--- config.mk ---
export PLATFORM = sky130hd
export DESIGN_NAME = pipelined_shifter
export DESIGN_NICKNAME = d
export VERILOG_FILES = /design/src/rtl/pipelined_shifter.sv
export SDC_FILE = /design/constraint.sdc
export NUM_CORES = 1
export LEC_CHECK = 0
export ABC_AREA = 1
export ABC_CLOCK_PERIOD_IN_PS = 2630
export BUFFER_PORTS_ARGS = -buffer_cell sky130_fd_sc_hd__buf_2
export CAP_MARGIN = 20
export CORE_UTILIZATION = 60
export DETAILED_ROUTE_END_ITERATION = 10
export HOLD_SLACK_MARGIN = 0.02
export PLACE_DENSITY_LB_ADDON = 0.05
export SLEW_MARGIN = 30
export SYNTH_ARGS = -nofsm -noshare
export SYNTH_HDL_FRONTEND = slang
export SYNTH_SLANG_ARGS = --single-unit
--- constraint.sdc ---
create_clock -name clk -period 2.63 [get_ports clk]
set_clock_uncertainty 0.1 [all_clocks]
set_input_delay 0.3945 -clock clk [delete_from_list [all_inputs] [get_ports clk]]
set_output_delay 0.3945 -clock clk [all_outputs]
set_load 0.05 [all_outputs]
--- src/rtl/pipelined_shifter.sv ---
// Two-stage pipelined barrel shifter: SLL/SRL/SRA/ROR/ROL with carry/zero/err flags
// and valid/ready handshaking on both sides (no skid buffer).
module pipelined_shifter #(
   parameter int WIDTH = 16,
   parameter int SHW   = $clog2(WIDTH) + 1
) (
   input  logic             clk,
   input  logic             rst_n,
   input  logic             in_valid,
   output logic             in_ready,
   input  logic [WIDTH-1:0] rs,
   input  logic [SHW-1:0]   shamt,
   input  logic [2:0]       mode,
   output logic             out_valid,
   input  logic             out_ready,
   output logic [WIDTH-1:0] rd,
   output logic             carry,
   output logic             zero,
   output logic             err
);

   // LO amount bits are resolved in stage 1; bits [RW-1:LO] in stage 2; bit RW flags amt >= WIDTH.
   localparam int LO = SHW / 2;
   localparam int RW = SHW - 1;

   localparam logic [2:0] MODE_SLL = 3'b000;
   localparam logic [2:0] MODE_SRL = 3'b001;
   localparam logic [2:0] MODE_SRA = 3'b010;
   localparam logic [2:0] MODE_ROR = 3'b011;
   localparam logic [2:0] MODE_ROL = 3'b100;

   if ((WIDTH < 4) || ((WIDTH & (WIDTH - 1)) != 0)) begin : g_bad_width
      $error("pipelined_shifter: WIDTH must be a power of two and at least 4");
   end

   // Partial shift by n < WIDTH; reserved modes pass data through untouched.
   function automatic logic [WIDTH-1:0] shift_op(input logic [WIDTH-1:0] x,
                                                 input logic [2:0]       m,
                                                 input logic [RW-1:0]    n);
      logic [2*WIDTH-1:0] dbl;
      logic [WIDTH-1:0]   res;
      res = x;
      dbl = {x, x};
      case (m)
         MODE_SLL: res = x << n;
         MODE_SRL: res = x >> n;
         MODE_SRA: res = WIDTH'($signed(x) >>> n);
         MODE_ROR: begin
            dbl = dbl >> n;
            res = dbl[WIDTH-1:0];
         end
         MODE_ROL: begin
            dbl = dbl << n;
            res = dbl[2*WIDTH-1:WIDTH];
         end
         default: res = x;
      endcase
      return res;
   endfunction

   // Handshake
   logic s1_valid_q, s1_valid_d;
   logic s2_valid_q, s2_valid_d;
   logic s1_adv;
   logic in_fire;

   assign s1_adv   = s1_valid_q && (!s2_valid_q || out_ready);
   assign in_ready = !s1_valid_q || s1_adv;
   assign in_fire  = in_valid && in_ready;

   always_comb begin
      s1_valid_d = s1_valid_q;
      if (in_fire) begin
         s1_valid_d = 1'b1;
      end else if (s1_adv) begin
         s1_valid_d = 1'b0;
      end
   end

   always_comb begin
      s2_valid_d = s2_valid_q;
      if (s1_adv) begin
         s2_valid_d = 1'b1;
      end else if (out_ready) begin
         s2_valid_d = 1'b0;
      end
   end

   // Stage 1
   logic [2:0]       s1_mode_q;
   logic             s1_sign_q;
   logic [WIDTH-1:0] s1_rs_q;
   logic [WIDTH-1:0] s1_data_q, s1_data_d;
   logic [SHW-1:0]   s1_amt_q;
   logic             s1_ge_q;
   logic [RW-1:0]    lo_amt;

   assign lo_amt    = {{(RW-LO){1'b0}}, shamt[LO-1:0]};
   assign s1_data_d = shift_op(rs, mode, lo_amt);

   // Stage 2
   logic [WIDTH-1:0] rd_q, rd_d;
   logic             carry_q, carry_d;
   logic             zero_q, zero_d;
   logic             err_q, err_d;
   logic [RW-1:0]    hi_amt;
   logic [RW-1:0]    sll_idx;
   logic [RW-1:0]    sr_idx;
   logic             amt_nz;
   logic             amt_le_w;
   logic             rot_nz;

   assign hi_amt   = {s1_amt_q[RW-1:LO], {LO{1'b0}}};
   assign sll_idx  = RW'(SHW'(WIDTH) - s1_amt_q);
   assign sr_idx   = RW'(s1_amt_q - SHW'(1));
   assign amt_nz   = |s1_amt_q;
   assign amt_le_w = (s1_amt_q <= SHW'(WIDTH));
   assign rot_nz   = |s1_amt_q[RW-1:0];

   // Carry indices are taken from the original operand, valid only for 1 <= amt <= WIDTH.
   always_comb begin
      rd_d    = shift_op(s1_data_q, s1_mode_q, hi_amt);
      carry_d = 1'b0;
      err_d   = 1'b0;
      case (s1_mode_q)
         MODE_SLL: begin
            if (s1_ge_q) rd_d = '0;
            if (amt_nz && amt_le_w) carry_d = s1_rs_q[sll_idx];
         end
         MODE_SRL: begin
            if (s1_ge_q) rd_d = '0;
            if (amt_nz && amt_le_w) carry_d = s1_rs_q[sr_idx];
         end
         MODE_SRA: begin
            if (s1_ge_q) rd_d = {WIDTH{s1_sign_q}};
            if (amt_nz && amt_le_w) begin
               carry_d = s1_rs_q[sr_idx];
            end else if (amt_nz) begin
               carry_d = s1_sign_q;
            end
         end
         MODE_ROR: carry_d = rot_nz & rd_d[WIDTH-1];
         MODE_ROL: carry_d = rot_nz & rd_d[0];
         default:  err_d   = 1'b1;
      endcase
      zero_d = ~|rd_d;
   end

   always_ff @(posedge clk or negedge rst_n) begin
      if (!rst_n) begin
         s1_valid_q <= 1'b0;
         s1_mode_q  <= '0;
         s1_sign_q  <= 1'b0;
         s1_rs_q    <= '0;
         s1_data_q  <= '0;
         s1_amt_q   <= '0;
         s1_ge_q    <= 1'b0;
         s2_valid_q <= 1'b0;
         rd_q       <= '0;
         carry_q    <= 1'b0;
         zero_q     <= 1'b0;
         err_q      <= 1'b0;
      end else begin
         s1_valid_q <= s1_valid_d;
         s2_valid_q <= s2_valid_d;
         if (in_fire) begin
            s1_mode_q <= mode;
            s1_sign_q <= rs[WIDTH-1];
            s1_rs_q   <= rs;
            s1_data_q <= s1_data_d;
            s1_amt_q  <= shamt;
            s1_ge_q   <= shamt[SHW-1];
         end
         // Outputs only change on advance, so they hold while stalled.
         if (s1_adv) begin
            rd_q    <= rd_d;
            carry_q <= carry_d;
            zero_q  <= zero_d;
            err_q   <= err_d;
         end
      end
   end

   assign out_valid = s2_valid_q;
   assign rd        = rd_q;
   assign carry     = carry_q;
   assign zero      = zero_q;
   assign err       = err_q;

endmodule
After elaboration in Yosys (flattened, before gate mapping)
Index checks and enable logic that the tools add are counted.
Word-level totals
  word-level logic and storage cells: 73
  bits in latches: 0
  memory bits (read-only): 0
  register bits after elaboration: 63
  bits in writable memories: 0
  memories: 0
Operators by class
  order comparisons: 3
  shifts and indexed selects: 10
  bitwise operators: 2
  equality and inequality tests: 8
  $mul: 0
  add/sub/neg operators: 2
  muxes and demuxes: 19
  reduce and logical (&&, ||, !) cells: 17
  div/mod/pow operators: 0
Operator list (count)
  $pmux 16 s5: 2
  $mux 16: 2
  $pmux 16 s2: 1
  $shl 32x2->32: 1
  $shl 32x4->32: 1
  $shr 32x2->16: 1
  $shr 32x4->16: 1
  $reduce_or 16->1: 1
  $shl 16x2->16: 1
  $shl 16x4->16: 1
  $shr 16x2->16: 1
  $shr 16x4->16: 1
  $sshr 16x2->16: 1
  $sshr 16x4->16: 1
  $eq 3x2->1 const B: 4
  $mux 1: 11
  $lt 4x5->1 const B: 2
  $reduce_or 5->1: 2
  $bmux 1 s4: 2
  $eq 3x1->1 const B: 2
  $eq 3x3->1 const B: 2
  $logic_not 3->1: 2
  $le 5x5->1 const B: 1
  $pmux 1 s5: 1
  other kinds (9): 16

Logic depth before layout (Yosys ltp)
Gate-level depths: netlist of run 1.
  depth in word-level cells: 6
  gate-level depth with buffers: 18
  depth with buffers taken out: 16

Worst setup path after synthesis of run 1
Ideal clock, no wire load.
  path type: register -> register
  start: register s2_valid_q, in the netlist out_valid
  end: register s1_amt_q[1]
  data required time: 2447 ps
  cell stages (with the launch flop): 7
  arrival time: 2137 ps
  path buffers: 2
  setup slack: 311 ps
  setup time: 83 ps
  period minus slack after synthesis: 2319 ps
  cells stage by stage: dfrtp_1 nand3_1 nand2_1 clkbuf_1 buf_1 nand2_1 o21ai_0
Between the ends
  word-level cells in the longest chain between the ends: 5
RTL lines
  from (decl): line 63  | logic s2_valid_q, s2_valid_d;
  from (signal assigned): line 165  | s2_valid_q <= s2_valid_d;
  $logic_not 1->1: line 67  | assign s1_adv = s1_valid_q && (!s2_valid_q || out_ready);
  $logic_or 1x1->1: line 67
  $logic_and 1x1->1: line 67
  $logic_or 1x1->1: line 68  | assign in_ready = !s1_valid_q || s1_adv;
  net in_ready: line 10  | output logic in_ready,
  $logic_and 1x1->1: line 69  | assign in_fire = in_valid && in_ready;
  to (signal assigned): line 171  | s1_amt_q <= shamt;
  to (decl): line 94  | logic [SHW-1:0] s1_amt_q;
The timed path passes the listed nets, and every way through them passes these cells.
A chain may end at the register's enable or synchronous reset.

Worst setup path after layout of run 1
  start: register s1_mode_q[2]
  end: register zero_q, in the netlist zero
Between the ends
  word-level cells in the longest chain between the ends: 6
  elaborated cells between the ends (all ways): 12
RTL lines
  from (decl): line 90  | logic [2:0] s1_mode_q;
  from (signal assigned): line 167  | s1_mode_q <= mode;
  $eq 3x3->1, or another cell as far along
  $pmux 16 s5: line 44  | case (m)
  $mux 16 (on tied branches): line 135, 127, 131
  $pmux 16 s2 *: line 125  | case (s1_mode_q)
  $reduce_or 16->1 *: line 146  | zero_d = ~|rd_d;
  $logic_not 1->1 *: line 146
  to (signal assigned): line 178  | zero_q <= zero_d;
  to (decl): line 104  | logic zero_q, zero_d;
Mark *: on every way between the ends. The rest lies on a longest branch, timed or not.

==> run_results.csv, run 1 <==
group,metric,value,unit
drt,ant_nets,0,
timing,period_needed,2.464,ns
pwr,finalPower,4.592,mW
die,die_h,94.97,um
cts,numCtsBuffers,9,
cts,clock_path_buffers,2,
cells_and_area,nNetsFinal,925,
setup_path,cp_max_fo,11,
timing,tightest_slew,0.8347,ns
timing,max-slew-margin-rel,44.35,%
setup_path,path_common_cell,"nand2_1",
setup_path,cp.arrival,2.61,ns
cts,root_buffer,"clkbuf_8",
setup_path,worstSetupStartpointType,"flop",
pwr,irDropWorstVdd,0.4330,mV
cts,hold_buffers,0,
cts,cts_tree,"built",
synth,syn_avg_cell_area,6.010,um2
timing,rsz0062_at_grt,"false",
timing,fmax,405.9,MHz
synth,syn-cell-area,0.005186,mm2
drt,drc,2,
global_routing,grt_pass1_wl,27660,um
setup_path,path_class,"reg -> reg",
min_path,hold_class,"in -> async",
drt,drt-pass1-iter-count,9,
synth,syn_inst,863,
status,status,"complete, but fails checks",
synth,async_reset_ff_share,100.0,%
cts,cts_max_level,3,
setup_path,crit_path_max_incr_delay,0.46,ns
timing,fin_crit_sh,93.68,%
timing,fin_setup_tns,0,ns
cells_and_area,final_cell_area,0.005657,mm2
global_routing,grt_pass1_vias,5540,
global_routing,grt_max_degree,40,
drt,drt_iter0_markers,629,
drt,vias,6130,
cells_and_area,num-fill-cells,744,
synth,synth_edf_count,0,
die,die_area,0.009019,mm2
setup_path,cp_slowest_cell,"dfrtp_1",
timing,hold_violations,0,
synth,synth_ff_type,"dfrtp_1",
drt,viasPerCell,6.100,
placement,port_buffers,48,
die,rows,33,
cts,post_cts_buffers,0,
synth,synth_cell_types,41,
pwr,cellPowerDensity,811.8,mW/mm2
pwr,p_leak,2.985,nW
die,core,0.008299,mm2
cells_and_area,syn2layout_area_growth,9.071,%
cells_and_area,final_common_cell,"nand2_1",
timing,finalMaxSlewViolations,0,
global_routing,overflow,0,
setup_path,crit_chain,"inv_2 > nand2_1 > nor2_4 > nand3_2 > o21ai_0 > nand3b_1 > nand2_1 > nand3_1 > nor2_1 > nand3_1 > nand2_1",
status,violations,"DRC",
setup_path,end_kind,"flop",
placement,place_congestion,1.041,
cells_and_area,drive_above_1_share,11.89,%
placement,placed_cell_area,0.005454,mm2
cts,clkLatencyLatePin,0.35,ns
global_routing,grt_antenna_before_repair,0,
die,io_pins,49,
setup_path,worstPathRequired,2.77,ns
placement,post-dp-hpwl,12910,um
cts,ctsResizeCount,0,
die,initial_utilization,62.49,%
synth,ys_seq_area_share,29.43,%
cells_and_area,postLayoutCoreUtil,68.16,%
drt,wire_per_inst,17.41,um
synth,ys_ff_latch,61,
cells_and_area,n_antenna_cell,0,
cts,clk_pin_slew,0.08,ns
cts,cts.sink_count,61,
synth,syn-num-nets,893,
cells_and_area,final_cell_mix,"nand2_1 (298), nand3_1 (105), o21ai_0 (93), inv_1 (85), dfrtp_1 (61)",
drt,drt_wl_total,17500,um
timing,setup_violations,0,
job,drv_cap,0,
die,die_w,94.97,um
global_routing,grt_use_total,40.63,%
synth,synth_warnings,0,
metal layers:
| metal | vias to the layer above | global-route usage (%) | part of all wire [%] |
|---|---|---|---|
| met2 | 380 | 65.41 | 47 |
| met3 | 87 | 7.407 | 10 |
| li1 | 2870 | - | - |
| met1 | 2793 | 51.44 | 38 |
| met4 | 0 | 22.10 | 5.3 |
| met5 | - | 0 | 0 |
sequential cells by signal, summed over array words and instances, names as in the netlist:
name,cells
rd,16
s1_valid_q,1
zero,1
s1_mode_q,3
s1_sign_q,1
s1_data_q,16
out_valid,1
carry,1
s1_rs_q,15
err,1
s1_amt_q,5
final timing paths:
kind	startpoint	endpoint	slack [ns]	depth (start not counted)
setup / recovery	s1_mode_q[2]	zero	0.17	11
hold / removal	rst_n	s1_amt_q[3]	0.04	1
setup reg to reg	s1_mode_q[2]	zero	0.17	11
hold reg to reg	rd[11]	rd[11]	0.38	2
max in group asynchronous	rst_n	rd[0]	1.64	2
min in group clk	shamt[3]	s1_amt_q[3]	0.15	3
logic make-up after synthesis:
kind of cell               Yosys count  share of synthesized area, %
DFF                                 61                         29.43
and+or+nand+nor                    488                         40.22
xor gates and xnor gates             2                        0.3378
buffers and inverters              139                         11.41
adders and majority gates            2                        0.4824
AOI/OAI and AO/OA                  171                         18.12
power breakdown:
group	switching [mW]	leakage [nW]	internal (mW)
clock	0.430	0.0954	0.440
sequential	0.181	0.748	1.16
combinational	1.74	2.14	0.641
cells in the mapped netlist, types with 3 or more instances:
master	number	area share, %
nand2_2	5	0.60
nor2_4	4	0.87
inv_2	6	0.43
o21ai_1	5	0.48
o211ai_1	12	1.7
nor3_1	3	0.29
nand3_1	105	10
buf_2	11	1.1
buf_4	5	0.72
o21ai_0	93	9.0
o221ai_1	5	0.84
a21oi_1	43	4.1
clkinv_1	3	0.22
inv_1	85	6.2
nand2_1	298	22
dfrtp_1	61	29
nor2_1	56	4.1
nand4_1	6	0.72
o22ai_1	3	0.36
buf_6	5	1.1
clkbuf_1	22	1.6
worst max-delay path, delay by kind of cell, from the launching register on:
| family | cells | cell delay, ns |
|---|---|---|
| buffers and inverters | 1 | 0.31 |
| AOI/OAI and AO/OA | 1 | 0.13 |
| and+or+nand+nor | 9 | 1.36 |
| DFF | 1 | 0.46 |
stage by stage:
step	std cells	hold slack [ns]	setup WS [ns]
2_1_floorplan	863	-0.001091	0.3106
3_3_place_gp	989	0.3623	0.3158
3_5_place_dp	989	0.3667	0.2746
4_1_cts	1005	0.06975	0.2672
5_1_grt	1005	0.1104	0.07267
6_report	1005	0.03711	0.1662
cell type report:
cell class | count | area (um2) | area share (%)
flip-flops and latches | 61 | 1526 | 26.99
clock inverters | 7 | 76.32 | 1.349
inverters | 94 | 352.8 | 6.238
multi-input cells | 663 | 3070 | 54.28
well taps | 105 | 131.4 | 2.322
repair buffers | 66 | 375.4 | 6.636
clock buffers | 9 | 123.9 | 2.190
Power figures use the tool's default switching activity.
==> run 2: changes to the inputs <==
- ABC_AREA: 1 -> 0
- CORE_ASPECT_RATIO: default -> 2
- GPL_TIMING_DRIVEN: default -> 0
==> run 2 against run 1 <==
  * The run ends with setup timing left
  * Register-to-register slack worse by 0.27 ns
  * Combinational power is essentially flat
  * Design area increased by 6.4%
  * Setup slack worse by 0.27 ns
  * Via count shrank 7.1%
  * Synthesized cell count shrank 29%
  * Fmax shrank 9.9%
  * First-iteration DRC count increased by 30%
  * Largest cell class unchanged
==> run_results.csv, run 2 <==
group,metric,value,unit
global_routing,grt_max_degree,62,
drt,drt-pass1-iter-count,9,
cts,hold_buffers,0,
setup_path,worstSetupStartpointType,"flop",
setup_path,rrSetupSlack,-0.10,ns
cells_and_area,final_cell_mix,"nand2_1 (68), a21oi_1 (60), dfrtp_1 (58), buf_2 (48), o21ai_0 (46)",
synth,synth_cell_types,75,
synth,synth_edf_count,0,
timing,fin_crit_sh,103.9,%
drt,viasPerCell,7.316,
pwr,cellPowerDensity,810.2,mW/mm2
global_routing,grt_use_total,49.85,%
timing,setup_violations,1,
setup_path,r2r_start,"s1_amt_q[3]",
cts,clock_path_buffers,2,
setup_path,path_class,"reg -> reg",
cts,cts.sink_count,61,
cells_and_area,syn2layout_area_growth,17.49,%
timing,max-slew-margin-rel,49.18,%
synth,yosysMostFrequentCell,"nand2_1",
synth,synth_top_family_by_area,"compound AO/OA/AOI/OAI gates",
setup_path,timing.rr.end,"zero",
status,violations,"setup timing",
global_routing,grt_pass1_vias,5679,
min_path,hold_class,"in -> async",
pwr,p_leak,2.489,nW
synth,synth_warnings,0,
timing,setup_slack,-0.1037,ns
timing,period_needed,2.734,ns
job,drv_cap,0,
synth,synth_xor_area_share,0.5131,%
cts,cts_max_level,3,
synth,synth-compound-area-share,27.10,%
cells_and_area,seq_area,0.001530,mm2
synth,ys_ff_latch,61,
die,core,0.008292,mm2
synth,synth.area.mux_share,17.22,%
cells_and_area,multi_input_area,0.003441,mm2
cells_and_area,num-fill-cells,658,
synth,ys_seq_area_share,29.81,%
pwr,irDropWorstVdd,0.4609,mV
cts,root_buffer,"clkbuf_16",
placement,post-dp-hpwl,14980,um
drt,drt_wl_total,20540,um
setup_path,cp.arrival,2.91,ns
timing,fmax,365.8,MHz
synth,syn_inst,611,
timing,hold_violations,0,
global_routing,grt_pass1_wl,32800,um
cells_and_area,nNetsFinal,705,
drt,vias,5692,
cells_and_area,postLayoutCoreUtil,72.57,%
global_routing,overflow,0,
synth,syn_avg_cell_area,8.382,um2
cts,numCtsBuffers,9,
timing,finalMaxSlewViolations,0,
die,io_pins,49,
cells_and_area,final_common_cell,"nand2_1",
drt,drt_iter0_markers,817,
synth,async_reset_ff_share,100.0,%
setup_path,cp_max_fo,6,
global_routing,grt_antenna_before_repair,0,
synth,synthTopCellsByArea,"dfrtp_1 (30%), mux2_2 (8.8%), a21oi_1 (6.2%)",
cells_and_area,n_antenna_cell,0,
setup_path,worstPathRequired,2.80,ns
setup_path,reg2reg_depth,7,
cts,cts_tree,"built",
die,initial_utilization,61.76,%
die,die_h,132.7,um
cts,clk_pin_slew,0.06,ns
synth,syn-cell-area,0.005121,mm2
die,die_area,0.008931,mm2
placement,place_ws,-0.3222,ns
die,die_w,67.33,um
synth,synth-simple-area-share,18.89,%
placement,place_congestion,1.174,
cells_and_area,drive_above_1_share,27.06,%
die,rows,47,
drt,ant_nets,0,
synth,synth_ff_type,"dfrtp_1",
placement,port_buffers,45,
synth,synth_top_area_share,29.81,%
status,status,"complete, but fails checks",
synth,syn-num-nets,641,
synth,netlist_top_cells_count,"nand2_1 (69), a21oi_1 (63), dfrtp_1 (61)",
drt,wire_per_inst,26.40,um
synth,yosys.area.top_type,"dfrtp_1",
timing,tightest_slew,0.7622,ns
synth,synth-adder-area-share,0.4886,%
drt,drc,0,
cts,clkLatencyLatePin,0.34,ns
setup_path,end_kind,"flop",
run 2: cells by family (layout without fill, tap and decap cells):
logic type	after synthesis	in the layout
AOI/OAI and AO/OA	217	217
and+or+nand+nor	196	196
muxes	69	69
buffers and inverters	63	132
DFF	61	61
xor gates and xnor gates	3	3
adders and majority gates	2	2
run 2: critical path, stage by stage (launching register included):
cell       delay, ns
dfrtp_1         0.48
inv_2           0.13
o21ai_0         0.62
o2bb2ai_1       0.21
a31oi_2         0.17
or4_1           0.60
nor4_2          0.18
a22o_1          0.17
run 2: layout make-up:
cell class,instances,share of cell area [%]
Buffer,53,5.095
Sequential cell,61,25.43
Clock inverter,7,0.9773
Inverter,8,0.4991
Clock buffer,9,3.743
Multi-Input combinational cell,487,57.18
Timing Repair Buffer,55,5.032
Tap cell,98,2.038
run 2: power by group:
group | switching, mW | total, mW | internal (mW)
clock network | 0.476 | 1.12 | 0.648
logic | 1.52 | 2.39 | 0.866
registers | 0.219 | 1.36 | 1.14
total | 2.22 | 4.88 | 2.66
run 2: how the worst max path moves through the flow:
stage          slack (ns)  endpoint   startpoint
2_1_floorplan       0.002     carry  s1_amt_q[0]
5_1_grt            -0.008     carry  s1_amt_q[1]
3_3_place_gp        -0.26     carry  s1_amt_q[0]
3_5_place_dp        -0.32     carry  s1_amt_q[0]
6_report            -0.10      zero  s1_amt_q[3]
4_1_cts             0.004     carry  s1_amt_q[0]
run 2: timing repair:
| item | CTS | global route |
|---|---|---|
| buffers inserted | 4 | 6 |
| setup endpoints to repair | 2 | 3 |
| pin swaps | 2 | 8 |
| cloned | 0 | 0 |
| resized for setup | 9 | 53 |
run 2: stage by stage:
step / TNS [ns] / instance area [um2] / total power [mW] / hold WS (ns) / cells
finish: -0.1037 / 6017 / 4.875 / 0.02603 / 778
detailed placement: -0.5655 / 5477 / 3.467 / 0.3508 / 754
global route: -0.01318 / 6017 / 5.084 / 0.1077 / 778
global placement: -0.4331 / 5474 / 3.420 / 0.3476 / 754
floorplan: 0 / 5126 / 2.846 / -0.001091 / 611
CTS: 0 / 5827 / 4.626 / 0.05404 / 774
run 2: per-layer routing:
metal	part of all wire [%]	vias up	wire [um]	track usage (%)
met5	0	-	0	0
met4	13	0	2672	44.92
met3	9.1	217	1873	19.14
met2	49	451	10080	78.39
met1	29	2606	5912	47.87
li1	-	2418	-	-
